<file path="config.mk">
export PLATFORM = sky130hd
export DESIGN_NAME = array_req_sequencer
export DESIGN_NICKNAME = d
export VERILOG_FILES = /design/src/rtl/array_req_sequencer.sv
export SDC_FILE = /design/constraint.sdc
export NUM_CORES = 1
export LEC_CHECK = 0
export ABC_AREA = 1
export BUFFER_PORTS_ARGS = -buffer_cell sky130_fd_sc_hd__buf_2
export CELL_PAD_IN_SITES_DETAIL_PLACEMENT = 1
export CELL_PAD_IN_SITES_GLOBAL_PLACEMENT = 1
export CORE_AREA = 2 2 261 263
export CTS_CLUSTER_DIAMETER = 50
export DETAILED_ROUTE_END_ITERATION = 12
export DIE_AREA = 0 0 263 265
export PLACE_DENSITY_LB_ADDON = 0.12
export SLEW_MARGIN = 25
export SYNTH_ARGS = -nofsm -noshare
export SYNTH_HDL_FRONTEND = slang
export SYNTH_SLANG_ARGS = --single-unit
</file>
<file path="constraint.sdc">
create_clock -name clock -period 17.2 [get_ports clock]
set_clock_uncertainty 0.1 [all_clocks]
set_input_delay 0 -clock clock [delete_from_list [all_inputs] [get_ports clock]]
set_output_delay 0 -clock clock [all_outputs]
set_load 0.02 [all_outputs]
</file>
<file path="src/rtl/array_req_sequencer.sv">
// Request sequencer for a single-port array: zero-latency issue, one-cycle array read,
// credit-controlled read-response FIFO. Define ARRAY_SEQ_PERF_EN to build the event counters.
module array_req_sequencer #(
   parameter int ADDR_W     = 12,
   parameter int DATA_W     = 128,
   parameter int RESP_DEPTH = 3
) (
   input  logic                  clock,
   input  logic                  reset_n,
   input  logic                  req_valid,
   output logic                  req_ready,
   input  logic                  req_write,
   input  logic [ADDR_W-1:0]     req_addr,
   input  logic [DATA_W/8-1:0]   req_wmask,
   input  logic [DATA_W-1:0]     req_wdata,
   output logic                  resp_valid,
   input  logic                  resp_ready,
   output logic [DATA_W-1:0]     resp_rdata,
   output logic                  RW0_en,
   output logic                  RW0_wmode,
   output logic [ADDR_W-1:0]     RW0_addr,
   output logic [DATA_W/8-1:0]   RW0_wmask,
   output logic [DATA_W-1:0]     RW0_wdata,
   input  logic [DATA_W-1:0]     RW0_rdata,
   output logic [31:0]           perf_reads,
   output logic [31:0]           perf_writes,
   output logic [31:0]           perf_stalls
);

   localparam int PTR_W = (RESP_DEPTH > 1) ? $clog2(RESP_DEPTH) : 1;
   localparam int CNT_W = $clog2(RESP_DEPTH + 1);
   localparam logic [PTR_W-1:0] LAST_PTR = PTR_W'(RESP_DEPTH - 1);
   localparam logic [CNT_W:0]   DEPTH_C  = (CNT_W + 1)'(RESP_DEPTH);

   logic [CNT_W-1:0]  r_count;
   logic [PTR_W-1:0]  r_wr_ptr;
   logic [PTR_W-1:0]  r_rd_ptr;
   logic              r_rd_inflight;
   logic [DATA_W-1:0] r_mem [RESP_DEPTH];

   logic [CNT_W:0]    w_used;
   logic              w_credit;
   logic              w_accept;
   logic              w_accept_rd;
   logic              w_push;
   logic              w_pop;

   function automatic logic [PTR_W-1:0] ptr_inc(input logic [PTR_W-1:0] p);
      return (p == LAST_PTR) ? {PTR_W{1'b0}} : p + PTR_W'(1);
   endfunction

   // An in-flight read already owns a FIFO slot, so it is counted against the credit.
   assign w_used      = {1'b0, r_count} + {{CNT_W{1'b0}}, r_rd_inflight};
   assign w_credit    = (w_used < DEPTH_C);
   assign req_ready   = reset_n & (req_write | w_credit);
   assign w_accept    = req_valid & req_ready & reset_n;
   assign w_accept_rd = w_accept & ~req_write;
   assign w_push      = r_rd_inflight;
   assign w_pop       = resp_ready & resp_valid;

   assign RW0_en      = w_accept;
   assign RW0_wmode   = req_write;
   assign RW0_addr    = req_addr;
   assign RW0_wmask   = req_wmask;
   assign RW0_wdata   = req_wdata;

   assign resp_valid  = (r_count != {CNT_W{1'b0}});
   assign resp_rdata  = r_mem[r_rd_ptr];

   // FIFO control state and read-in-flight tracking
   always_ff @(posedge clock) begin
      if (!reset_n) begin
         r_count       <= {CNT_W{1'b0}};
         r_wr_ptr      <= {PTR_W{1'b0}};
         r_rd_ptr      <= {PTR_W{1'b0}};
         r_rd_inflight <= 1'b0;
      end else begin
         r_rd_inflight <= w_accept_rd;
         if (w_push) r_wr_ptr <= ptr_inc(r_wr_ptr);
         if (w_pop)  r_rd_ptr <= ptr_inc(r_rd_ptr);
         case ({w_push, w_pop})
            2'b10:   r_count <= r_count + CNT_W'(1);
            2'b01:   r_count <= r_count - CNT_W'(1);
            default: r_count <= r_count;
         endcase
      end
   end

   // Response storage: captures array data only on the cycle after a read issue
   always_ff @(posedge clock) begin
      if (w_push && reset_n) r_mem[r_wr_ptr] <= RW0_rdata;
   end

`ifdef ARRAY_SEQ_PERF_EN
   logic [31:0] r_perf_reads;
   logic [31:0] r_perf_writes;
   logic [31:0] r_perf_stalls;

   // Event counters, free-running modulo 2^32
   always_ff @(posedge clock) begin
      if (!reset_n) begin
         r_perf_reads  <= 32'd0;
         r_perf_writes <= 32'd0;
         r_perf_stalls <= 32'd0;
      end else begin
         if (w_accept_rd)              r_perf_reads  <= r_perf_reads + 32'd1;
         if (w_accept & req_write)     r_perf_writes <= r_perf_writes + 32'd1;
         if (req_valid & ~req_ready)   r_perf_stalls <= r_perf_stalls + 32'd1;
      end
   end

   assign perf_reads  = r_perf_reads;
   assign perf_writes = r_perf_writes;
   assign perf_stalls = r_perf_stalls;
`else
   assign perf_reads  = 32'd0;
   assign perf_writes = 32'd0;
   assign perf_stalls = 32'd0;
`endif

endmodule

</file>
==> After elaboration in Yosys (flattened, before gate mapping) <==
Memories as Yosys holds them, arrays and structs flattened. A register that Yosys moved wholly into a read port is not among the register bits.
Index checks and enable logic that the tools add are counted.
{ "totals": {"out_inout_bits": 384, "ramBits": 384, "input_bits": 289, "n_memories": 1, "elab_cells": 32, "reg_bits": 7} }
{ "op_classes": {"muxes": 7, "n_reduce_logical": 3, "add_sub_neg": 5, "n_lt_le_gt_ge": 1, "bitwise_logic": 7, "n_eq_ne": 4} }
{ "memory_table": {"columns": ["name", "words", "width", "rd", "rd_clocked_by_memory_dff", "write_ports", "line", "rtl"], "rows": [
  ["r_mem", 3, 128, 1, 1, 1, "39", "logic [DATA_W-1:0] r_mem [RESP_DEPTH];"]
]} }
{ "ops": {"columns": ["cell", "count"], "rows": [
  ["$mux 2", 4],
  ["$add 2x1->2 const B", 3],
  ["$eq 2x2->1 const B", 3],
  ["$and 1x1->1", 5],
  ["$pmux 2 s2", 1],
  ["$reduce_bool 2->1", 2],
  ["$add 2x1->3", 1],
  ["$lt 3x2->1 const B", 1],
  ["$eq 2x1->1 const B", 1],
  ["$mux 1", 2],
  ["$sub 2x1->2 const B", 1],
  ["$logic_and 1x1->1", 1],
  ["$not 1->1", 1],
  ["$or 1x1->1", 1]
]} }

==> Depth between registers and ports, before layout <==
{ "depth": {"ltp_word": 7, "mapped_depth": 10, "ltp_nobuf": 10} }

==> Least setup slack after synthesis <==
No wires, ideal clock.
{ "synth_path": {"path_kind": "flip-flop to flip-flop", "start": "register r_rd_inflight", "end": "memory r_mem[2][0], enable pin", "stages_incl_launch_ff": 3, "t_arrival_ns": 9.086, "required_time_ns": 16.327, "slack_ns": 7.241, "setup_time_ns": 0.773, "period_less_slack_ns": 9.959, "n_path_buf": 0, "path_cell_list": "dfxtp_1 nand2_1 nor3_1"} }
{ "synth_via": {"elab_chain_cells": 3} }
{ "synth_lines": {"columns": ["element", "line", "rtl"], "rows": [
  ["start, declared", "38", "logic r_rd_inflight;"],
  ["start signal, assigned", "78", "r_rd_inflight <= w_accept_rd;"],
  ["$logic_and 1x1->1", "91", "if (w_push && reset_n) r_mem[r_wr_ptr] <= RW0_rdata;"],
  ["$mux 1", "91", null],
  ["$mux 1 (implied by the code)", "91", null],
  ["end, declared", "39", null]
]} }
No other way between the ends.

==> impl_metrics.csv <==
group,metric,value,unit
timing,slew_violations,0,
place,pre_cts_slack,14.20,ns
global_route,busiest_layer,"met2",
detailed_routing,drt_wl_total,60.4,mm
worst_setup_path,cp-start-kind,"flop",
synth,avgSynthCellArea,13.0,um^2
timing,fin_setup_tns,0,ns
detailed_routing,first_iter_violations,485,
worst_setup_path,cp.required,17.10,ns
global_route,met1_usage,0.210,
run_status,outcome,"complete, no violations",
detailed_routing,antenna_left,0,
timing,hold_violations,0,
synth,synth_cell_type_count,16,
timing,setup_viol,0,
job,drv_cap,0,
synth,ys_seq_area_frac,0.709,
pwr,vdd_ir_drop_max,0.0000657,V
finish,layout_common_cells,"384 x edfxtp_1, 288 x dlygate4sd3_1, 264 x buf_2",
cts,cts_sinks,393,
die,core,66800,um^2
cts,clk-insertion-delay-late,0.58,ns
hold_path,hold_end,"r_mem[2][24]",
worst_setup_path,r2r_slack,14.50,ns
pwr,p_sw_frac,0.279,
worst_setup_path,timing.rr.end,"r_mem[0][52]",
pwr,clock_power_share,0.411,
pwr,seqPwrFrac,0.428,
cts,tritoncts,"yes",
synth,ys_ff_latch,393,
cts,postCtsSetupBuffers,0,
finish,final_common_cell,"edfxtp_1",
cts,htreeDepth,2,
hold_path,hold_path_depth,2,
pwr,powerDensity,115,nW/um^2
finish,drive_above_1_share,0.212,
pwr,p_sw,699,uW
place,portBuffers,264,
die,die_x,263,um
global_route,gr-usage-met3,0.0468,
detailed_routing,drt-vias-per-instance,4.18,
detailed_routing,vias,10874,
global_route,grt_max_degree,75,
die,die_h,265,um
cts,cts-root-buf,"clkbuf_16",
place,dp.final_hpwl,39.7,mm
place,gp_congestion,0.723,
timing,worst_slew_pin_slew,0.955,ns
worst_setup_path,crit_type,"reg2out",
finish,nets,1967,
hold_path,min_from,"RW0_rdata[24]",
die,pin_count,673,
global_route,grtUsageMet2,0.284,
global_route,antenna_found_initial,24,
global_route,grt_util_all_layers,0.167,
synth,syn_area,16500,um^2
pwr,power.share.combinational,0.161,
pwr,p_leak,0.00819,uW
die,rows,95,
detailed_routing,drt_pre_antenna_iters,4,
synth,netlist_instances,1268,
timing,fmax,0.289,GHz
pwr,intPower,1800,uW
worst_setup_path,cp.arrival,3.36,ns
cts,clk_pin_slew,0.05,ns
timing,rsz0062_at_grt,"no",
timing,setup_ws,13.74,ns
die,die_area,69700,um^2
timing,finalCriticalPeriod,3.46,ns
die,initial_core_util,0.247,
timing,hold_ws,0.0572,ns
global_route,grt-ovfl-total,0,
finish,area_delta_synth_final,31.3,%
detailed_routing,wl_per_cell,23.2,um
cts,max-clock-path-buffers,3,
global_route,grt_pass1_wl,84.1,mm
cts,cts_buffers,51,
global_route,grt_pass1_vias,11279,
synth,synth_warnings,0,
timing,slew_headroom,0.364,
worst_setup_path,cp_max_fo,64,
detailed_routing,drc,0,
worst_setup_path,timing.rr.start,"r_rd_inflight",
timing,timing.final.crit_share,0.201,
worst_setup_path,r2r_cells,4,
hold_path,holdCritPathClass,"in2reg",
worst_setup_path,end_kind,"output pin",
worst max path at each step:
stage	start	end	slack [ns]	cells past startpoint
floorplan	r_rd_inflight	r_mem[2][0]	7.24	2
finish	flop	resp_rdata[92]	13.74	5
global placement	flop	resp_rdata[92]	14.26	5
global route	flop	resp_rdata[96]	13.56	5
CTS	flop	resp_rdata[96]	13.54	5
detailed placement	flop	resp_rdata[96]	14.20	5
cells in the mapped netlist, drive strengths merged:
cell | n | area (um^2)
o22ai | 2 | 12.5
edfxtp | 384 | 11500
nand4 | 2 | 12.5
o21ai | 3 | 15.0
conb | 1 | 3.75
ha | 3 | 37.5
nor2 | 142 | 533
nor3 | 2 | 10.0
inv | 15 | 56.3
a21oi | 258 | 1290
dfxtp | 9 | 180
nand2 | 138 | 518
buf | 309 | 2310
sequential cells by signal (all words and copies together), names as in the netlist, named ones only:
register / cells
r_rd_inflight: 1
r_mem: 384
r_rd_ptr: 2
r_count: 2
r_wr_ptr: 2
per-stage QoR:
| stage | power (uW) | instance area [um^2] | utilization | std cells |
|---|---|---|---|---|
| final | 2500 | 21700 | 0.324 | 2600 |
| after global routing | 2600 | 21700 | 0.324 | 2594 |
| after CTS | 2550 | 21600 | 0.324 | 2587 |
| after detailed placement | 1410 | 17100 | 0.256 | 2206 |
| after global placement | 1410 | 17100 | 0.256 | 2206 |
| after floorplan | 1350 | 16900 | - | 1363 |
layout make-up:
| type | instances | area [um^2] |
|---|---|---|
| Fill cell | 7268 | 45100 |
| Sequential cell | 393 | 11700 |
| Timing Repair Buffer | 568 | 4340 |
| Multi-Input combinational cell | 646 | 2810 |
| Clock buffer | 63 | 1340 |
| Tap cell | 873 | 1090 |
| Clock inverter | 30 | 279 |
| Inverter | 15 | 61.3 |
| Antenna cell | 12 | 30.0 |
timing repair:
action,in CTS,in global routing
hold endpoints to repair,549,0
resized for setup,0,0
setup endpoints to repair,0,0
hold buffers,288,0
per-layer routing:
| metal | up-vias | wire length [um] | part of all wire |
|---|---|---|---|
| met5 | - | 151 | 0.0025 |
| met3 | 99 | 3720 | 0.062 |
| met4 | 22 | 1130 | 0.019 |
| met1 | 5398 | 25500 | 0.42 |
| li1 | 4941 | - | - |
| met2 | 414 | 29800 | 0.49 |
power by group through the flow:
stage / clock network [uW] / registers [uW] / logic (uW)
after floorplan: 0 / 1090 / 264
after global placement: 0 / 1090 / 323
after detailed placement: 0 / 1090 / 324
after CTS: 1060 / 1070 / 413
after global routing: 1100 / 1070 / 433
final: 1030 / 1070 / 404
critical path, cell delays in order, from the launching register on:
cell     delay, ns
dfxtp_4       0.60
buf_4         0.75
buf_4         0.56
a21oi_1       0.15
a21oi_1       0.32
buf_2         0.25
logic make-up after synthesis:
| logic type | Yosys count | synth area share |
|---|---|---|
| AO/OA/AOI/OAI | 263 | 0.0799 |
| adder cells (fa/ha/maj) | 3 | 0.00227 |
| buffers and inverters | 324 | 0.143 |
| flip-flops | 393 | 0.709 |
| other | 1 | 0.000227 |
| AND/OR/NAND/NOR | 284 | 0.0650 |
(Power assumes the default switching activity.)
